`config.mk`:
```
export PLATFORM = sky130hd
export DESIGN_NAME = memory_arbiter
export DESIGN_NICKNAME = d
export VERILOG_FILES = /design/src/rtl/memory_arbiter.sv
export SDC_FILE = /design/constraint.sdc
export NUM_CORES = 1
export LEC_CHECK = 0
export ABC_AREA = 1
export CAP_MARGIN = 25
export CORE_AREA = 2 2 104 106
export CTS_BUF_LIST = sky130_fd_sc_hd__clkbuf_8
export CTS_CLUSTER_DIAMETER = 50
export CTS_CLUSTER_SIZE = 40
export DETAILED_ROUTE_END_ITERATION = 8
export DIE_AREA = 0 0 106 108
export PLACE_DENSITY = 0.64
export SLEW_MARGIN = 20
export SYNTH_ARGS = -nofsm -noshare
export SYNTH_HDL_FRONTEND = slang
export SYNTH_SLANG_ARGS = --single-unit
```
`constraint.sdc`:
```
create_clock -name CLK -period 1.4 [get_ports CLK]
set_input_delay 0.35 -clock CLK [delete_from_list [all_inputs] [get_ports CLK]]
set_output_delay 0.35 -clock CLK [all_outputs]
set_load 0.01 [all_outputs]
```
`src/rtl/memory_arbiter.sv`:
```
// Single-port RAM arbiter shared by instruction fetch and data access.
// Data wins by default; a saturating starvation counter forces a fetch after STARVE_LIMIT data grants.
module memory_arbiter #(
    parameter int STARVE_LIMIT = 4
) (
    input  logic        CLK,
    input  logic        RST,
    input  logic        iREN,
    input  logic [31:0] iaddr,
    output logic [31:0] iload,
    output logic        ihit,
    input  logic        dREN,
    input  logic        dWEN,
    input  logic [31:0] daddr,
    input  logic [31:0] dstore,
    output logic [31:0] dload,
    output logic        dhit,
    output logic        ramREN,
    output logic        ramWEN,
    output logic [31:0] ramaddr,
    output logic [31:0] ramstore,
    input  logic [31:0] ramload,
    input  logic        ramready
);

    localparam int SW = (STARVE_LIMIT < 1) ? 1 : $clog2(STARVE_LIMIT + 1);
    localparam logic [SW-1:0] LIMIT_C = SW'(STARVE_LIMIT);
    localparam logic [SW-1:0] SMAX_C  = {SW{1'b1}};
    localparam bit STRICT_C = (STARVE_LIMIT == 0);

    typedef enum logic [1:0] {
        IDLE    = 2'd0,
        IFETCH  = 2'd1,
        DACCESS = 2'd2
    } state_t;

    state_t          state_r;
    state_t          next_state_s;
    logic [SW-1:0]   scount_r;
    logic            d_req_s;
    logic            limit_ok_s;
    logic            grant_i_s;
    logic            grant_d_s;

    assign d_req_s    = dREN | dWEN;
    assign limit_ok_s = STRICT_C || (scount_r < LIMIT_C);

    // State register.
    always_ff @(posedge CLK) begin
        if (RST) begin
            state_r <= IDLE;
        end else begin
            state_r <= next_state_s;
        end
    end

    // Starvation counter: counts data grants taken over a waiting fetch.
    always_ff @(posedge CLK) begin
        if (RST) begin
            scount_r <= {SW{1'b0}};
        end else if (grant_i_s) begin
            scount_r <= {SW{1'b0}};
        end else if ((state_r == IDLE) && !iREN) begin
            scount_r <= {SW{1'b0}};
        end else if (grant_d_s && (scount_r != SMAX_C)) begin
            scount_r <= scount_r + SW'(1);
        end else begin
            scount_r <= scount_r;
        end
    end

    // Arbitration, RAM drive and completion decode.
    always_comb begin
        next_state_s = state_r;
        grant_i_s    = 1'b0;
        grant_d_s    = 1'b0;
        ramREN       = 1'b0;
        ramWEN       = 1'b0;
        ramaddr      = 32'd0;
        ramstore     = 32'd0;
        ihit         = 1'b0;
        iload        = 32'd0;
        dhit         = 1'b0;
        dload        = 32'd0;
        case (state_r)
            IDLE: begin
                if (d_req_s && limit_ok_s) begin
                    next_state_s = DACCESS;
                    grant_d_s    = 1'b1;
                end else if (iREN) begin
                    next_state_s = IFETCH;
                    grant_i_s    = 1'b1;
                end else if (d_req_s) begin
                    next_state_s = DACCESS;
                    grant_d_s    = 1'b1;
                end else begin
                    next_state_s = IDLE;
                end
            end
            IFETCH: begin
                ramREN  = 1'b1;
                ramaddr = iaddr;
                // A dropped request aborts even if the RAM answers this cycle.
                if (!iREN) begin
                    next_state_s = IDLE;
                end else if (ramready) begin
                    ihit         = 1'b1;
                    iload        = ramload;
                    next_state_s = IDLE;
                end else begin
                    next_state_s = IFETCH;
                end
            end
            DACCESS: begin
                ramaddr = daddr;
                if (dWEN) begin
                    ramWEN   = 1'b1;
                    ramstore = dstore;
                end else begin
                    ramREN = 1'b1;
                end
                if (!d_req_s) begin
                    next_state_s = IDLE;
                end else if (ramready) begin
                    dhit         = 1'b1;
                    dload        = ramload;
                    next_state_s = IDLE;
                end else begin
                    next_state_s = DACCESS;
                end
            end
            default: begin
                next_state_s = IDLE;
            end
        endcase
    end

endmodule

```
Word level (Yosys, flattened, before mapping)
Cells that the tools add are included.
{"block": "totals", "regBits": 5, "output_inout_bits": 132, "elab_cells": 46}
{"block": "classes", "n_addsub": 1, "magnitude_cmp": 1, "eq_ne": 3, "mux": 32, "bitwise_logic": 1, "reduce_logical": 6}
{"operator": "2-to-1 mux 32 bit", "count": 7}
{"operator": "one-hot mux 32 bit (2 select lines)", "count": 1}
{"operator": "2-to-1 mux 1 bit", "count": 17}
{"operator": "2-to-1 mux 2 bit", "count": 5}
{"operator": "one-hot mux 2 bit (3 select lines)", "count": 1}
{"operator": "adder 3 x 1 -> 3 bit (second input constant)", "count": 1}
{"operator": "logical AND 1 bit", "count": 3}
{"operator": "less-than comparator 3 bit (second input constant)", "count": 1}
{"operator": "!= test 3 bit (second input constant)", "count": 1}
{"operator": "OR reduction 3 bit", "count": 1}
{"operator": "== test 2 x 1 -> 1 bit (second input constant)", "count": 1}
{"operator": "== test 2 bit (second input constant)", "count": 1}
{"operator": "zero test 2 bit", "count": 1}
{"operator": "one-hot mux 1 bit (2 select lines)", "count": 1}
{"operator": "zero test 1 bit", "count": 1}
{"operator": "bitwise OR 1 bit", "count": 1}

Longest topological paths before layout
{"block": "logic_depth", "word_depth": 6, "ltp_mapped": 7, "ltp_nobuf": 7}

Worst setup path before layout
No wires, ideal clock.
{"block": "synth_path", "path_type": "register -> output", "from": "reg state_r[0]", "to": "out ramREN", "arrival_ns": 1.186, "required_time_ns": 1.050, "setup_slack_ns": -0.136, "stages_incl_launch_ff": 6, "path_cell_list": "dfxtp_1 -> inv_1 -> ha_1 -> inv_1 -> buf_1 -> nor2_1"}
{"block": "synth_via", "elab_chain_len": 2, "elab_cells_between_ends": 3}
{"item": "start: declaration", "line": "37", "rtl": "state_t state_r;"}
{"item": "start signal: assignment", "line": "53", "rtl": "state_r <= next_state_s;"}
{"item": "== test 2 bit or == test 2 x 1 -> 1 bit (tied branches)", "line": "85", "rtl": "case (state_r)"}
{"item": "one-hot mux 1 bit (2 select lines) (*)", "line": "85"}
{"item": "end: declaration", "line": "18", "rtl": "output logic ramREN,"}
Every way passes the cells marked *; elsewhere a longest branch is shown, timed or not.

Final worst setup path
{"block": "layout_path", "from": "reg state_r[1]", "to": "out ihit"}
{"block": "layout_via", "elab_chain_len": 2}
{"item": "== test 2 x 1 -> 1 bit", "line": "85"}
{"item": "2-to-1 mux 1 bit", "line": "85"}
{"item": "end: declaration", "line": "11", "rtl": "output logic ihit,"}
No other way between the ends.

==> flow_metrics.env <==
export IMPL_outcome="complete, but fails checks"
export IMPL_violations="negative setup slack"
export IMPL_route_detailed_drc=0
export IMPL_grt_max_degree=18
export IMPL_yosysUniqueCellTypes=17
export IMPL_die_y_um=108
export IMPL_grt_pass1_vias=3098
export IMPL_whs_endpoint="scount_r[1]"
export IMPL_clk_pin_slew_worst_paths_ns=0.04
export IMPL_synth_seq_cells=5
export IMPL_regToRegEndpoint="scount_r[2]"
export IMPL_sequentialPowerShare_pct=7.7
export IMPL_maxSlewHeadroom_pct=85.2
export IMPL_synth_area_um2=1510
export IMPL_drtPass1Iterations=4
export IMPL_grt_pass1_wl_mm=15.2
export IMPL_hold_path_depth=4
export IMPL_synthTopCellsByArea="nor2_1 25%, inv_1 21%, nand2_1 18%, a21oi_1 12%, dfxtp_1 6.6%"
export IMPL_n_antenna_cell=0
export IMPL_clock_latency_ns=0.23
export IMPL_power_density_nw_per_um2=394
export IMPL_fin_nets=782
export IMPL_synthToLayoutAreaGrowth_pct=280
export IMPL_routed_via_count=3175
export IMPL_antenna_found_initial=0
export IMPL_crit_required_ns=1.05
export IMPL_cp_max_fo=8
export IMPL_peakVddDrop_mv=0.236
export IMPL_h_tree_depth=1
export IMPL_r2r_setup_slack_ns=0.10
export IMPL_rows=37
export IMPL_timing_fmax_mhz=522
export IMPL_reg2regPathDepth=7
export IMPL_root_buffer="clkbuf_8"
export IMPL_rsz0062_at_grt="yes"
export IMPL_place_area_um2=4760
export IMPL_tightest_slew_ns=0.222
export IMPL_power_w=0.00226
export IMPL_ant_nets=0
export IMPL_viasPerCell=4.09
export IMPL_swShare_pct=40.2
export IMPL_dp_hpwl_mm=7.58
export IMPL_p_leak_nw=2.70
export IMPL_yosysTopAreaCellShare_pct=25.4
export IMPL_hold_path_startpoint="scount_r[1]"
export IMPL_grt_util_all_layers_pct=16.5
export IMPL_numCtsBuffers=3
export IMPL_switchingPower_w=0.000911
export IMPL_skew_ns=0.00110
export IMPL_syn_instance_count=339
export IMPL_setup_viol=132
export IMPL_start_kind="flop"
export IMPL_synth_nets=479
export IMPL_instances_no_fill=777
export IMPL_min_path_type="reg -> reg"
export IMPL_cts_tree="built"
export IMPL_dieArea_um2=11400
export IMPL_ys_seq_area_share_pct=6.63
export IMPL_dpl_cell_count=740
export IMPL_clock_power_share_pct=12.2
export IMPL_drive_above_1_share_pct=53.8
export IMPL_crit_slowest_cell="dfxtp_4"
export IMPL_core_area_um2=10200
export IMPL_drtIter0Drc=77
export IMPL_globalRouteOverflowTotal=0
export IMPL_synth_warnings=0
export IMPL_cts_sinks=5
export IMPL_cts_path_max_buffers=2
export IMPL_synth_avg_cell_area_um2=4.45
export IMPL_timing_final_crit_share_pct=137
export IMPL_die_w_um=106
export IMPL_start_util_pct=14.8
export IMPL_slew_violations=0
export IMPL_io_pins=266
export IMPL_layout_setup_ws_ns=-0.515
export IMPL_drv_cap=0
export IMPL_worst_setup_path_end_kind="primary output"
export IMPL_path_class="reg -> out"
export IMPL_synth_top_area_cell="nor2_1"
export IMPL_arrival_ns=1.56
export IMPL_period_needed_ns=1.91
export IMPL_stdcell_area_um2=5740
export IMPL_drt_total_wl_mm=10.7
export IMPL_final_hold_viol_count=0
export IMPL_power_internal_w=0.00135
export IMPL_post_drt_wl_per_cell_um=13.8
export IMPL_port_buffers=265
export IMPL_gp_congestion=0.780
export IMPL_hold_buffers=0
export IMPL_cp_cell_sequence="inv_4, ha_4, buf_6, nand3_4, buf_8, inv_1, dlygate4sd2_1"
export IMPL_p_comb_share_pct=80.1
export IMPL_critPathMaxStageDelay_ns=0.37
export IMPL_r2r_start="scount_r[0]"
==> per-stage QoR <==
step           hold WS, ns  setup TNS [ns]  worst slack, ns  utilization, %
6_report             0.531          -52.16           -0.515            56.1
3_5_place_dp         0.527         -101.80           -0.911            46.5
4_1_cts              0.534          -57.03           -0.529            48.9
5_1_grt              0.583          -60.90           -0.575            56.1
2_1_floorplan        0.490           -1.53          -0.0237               -
3_3_place_gp         0.499         -100.40           -0.863            46.5
==> Yosys cell counts <==
| master | count |
|---|---|
| a21oi_1 | 35 |
| buf_4 | 1 |
| o21bai_1 | 1 |
| nand4_1 | 1 |
| buf_2 | 16 |
| inv_1 | 83 |
| nand2_2 | 1 |
| inv_2 | 1 |
| buf_1 | 3 |
| ha_1 | 6 |
| nand3_1 | 6 |
| or2_2 | 1 |
| a21oi_2 | 1 |
| dfxtp_1 | 5 |
| nand2_1 | 74 |
| nor2_1 | 102 |
| nand3_2 | 2 |
==> final cells by class <==
type	instances	area [um^2]
repair buffers	318	3270
fillers	921	4490
clock buffers	3	41.3
multi-input cells	230	1820
clock inverters	1	3.75
well taps	136	170
flip-flops and latches	5	108
inverters	84	325
==> metal layers <==
layer | vias up | wire (um) | global-route usage (%)
li1 | 1578 | - | -
met1 | 1447 | 3650 | 17.9
met2 | 133 | 6120 | 32.9
met3 | 17 | 719 | 3.13
met4 | 0 | 195 | 3.38
met5 | - | 0 | 0
==> critical path: cells and delay by family (launching register included) <==
kind / cells / cell delay, ns
adder cells (fa/ha/maj): 1 / 0.16
buffers and inverters: 5 / 0.64
AND/OR/NAND/NOR: 1 / 0.15
flip-flops: 1 / 0.37
==> repair_timing <==
action                                  in CTS  in global routing
gates cloned                                 9                  2
setup buffers                               19                  7
pin swaps                                    2                 12
endpoints found under the setup margin     135                135
resized for setup                          565                201
==> flip-flops by register name, summed over array words and instances (netlist names) <==
register and flops:
scount_r 3, state_r 2
==> kinds of logic after synthesis <==
family	share of synthesized area, %
simple gates	48.3
buf+inv	27.4
compound gates	12.7
fa+ha+maj	4.97
flops	6.63
==> power by group through the flow <==
stage          Combinational, W  Sequential, W  Clock [W]
2_1_floorplan          0.000571       0.000168          0
3_3_place_gp            0.00135       0.000170          0
3_5_place_dp            0.00136       0.000171          0
4_1_cts                 0.00160       0.000175   0.000279
5_1_grt                 0.00194       0.000178   0.000287
6_report                0.00181       0.000175   0.000276
==> placed cells by master, fill, tap and decap left out, drive strengths merged <==
cell type / instances
a21oi: 36
nand4: 1
dlygate4sd2: 6
ha: 6
clkbuf: 9
dfxtp: 5
nand3: 8
buf: 171
inv: 85
or2: 1
bufbuf: 1
clkdlybuf4s50: 129
clkdlybuf4s15: 5
nor2: 102
o21bai: 1
nand2: 75
==> worst max path at each step <==
stage                       endpoint  slack (ns)  cells after the start        from
after global routing       iload[19]       -0.57                      8  state_r[1]
after CTS                  iload[23]       -0.53                      7  state_r[1]
final                           ihit       -0.51                      7  state_r[1]
after detailed placement    dload[0]       -0.91                      7        dWEN
after floorplan           ramaddr[0]       -0.02                      6  state_r[0]
after global placement      dload[1]       -0.86                      7        dWEN
Power figures use the tool's default switching activity.
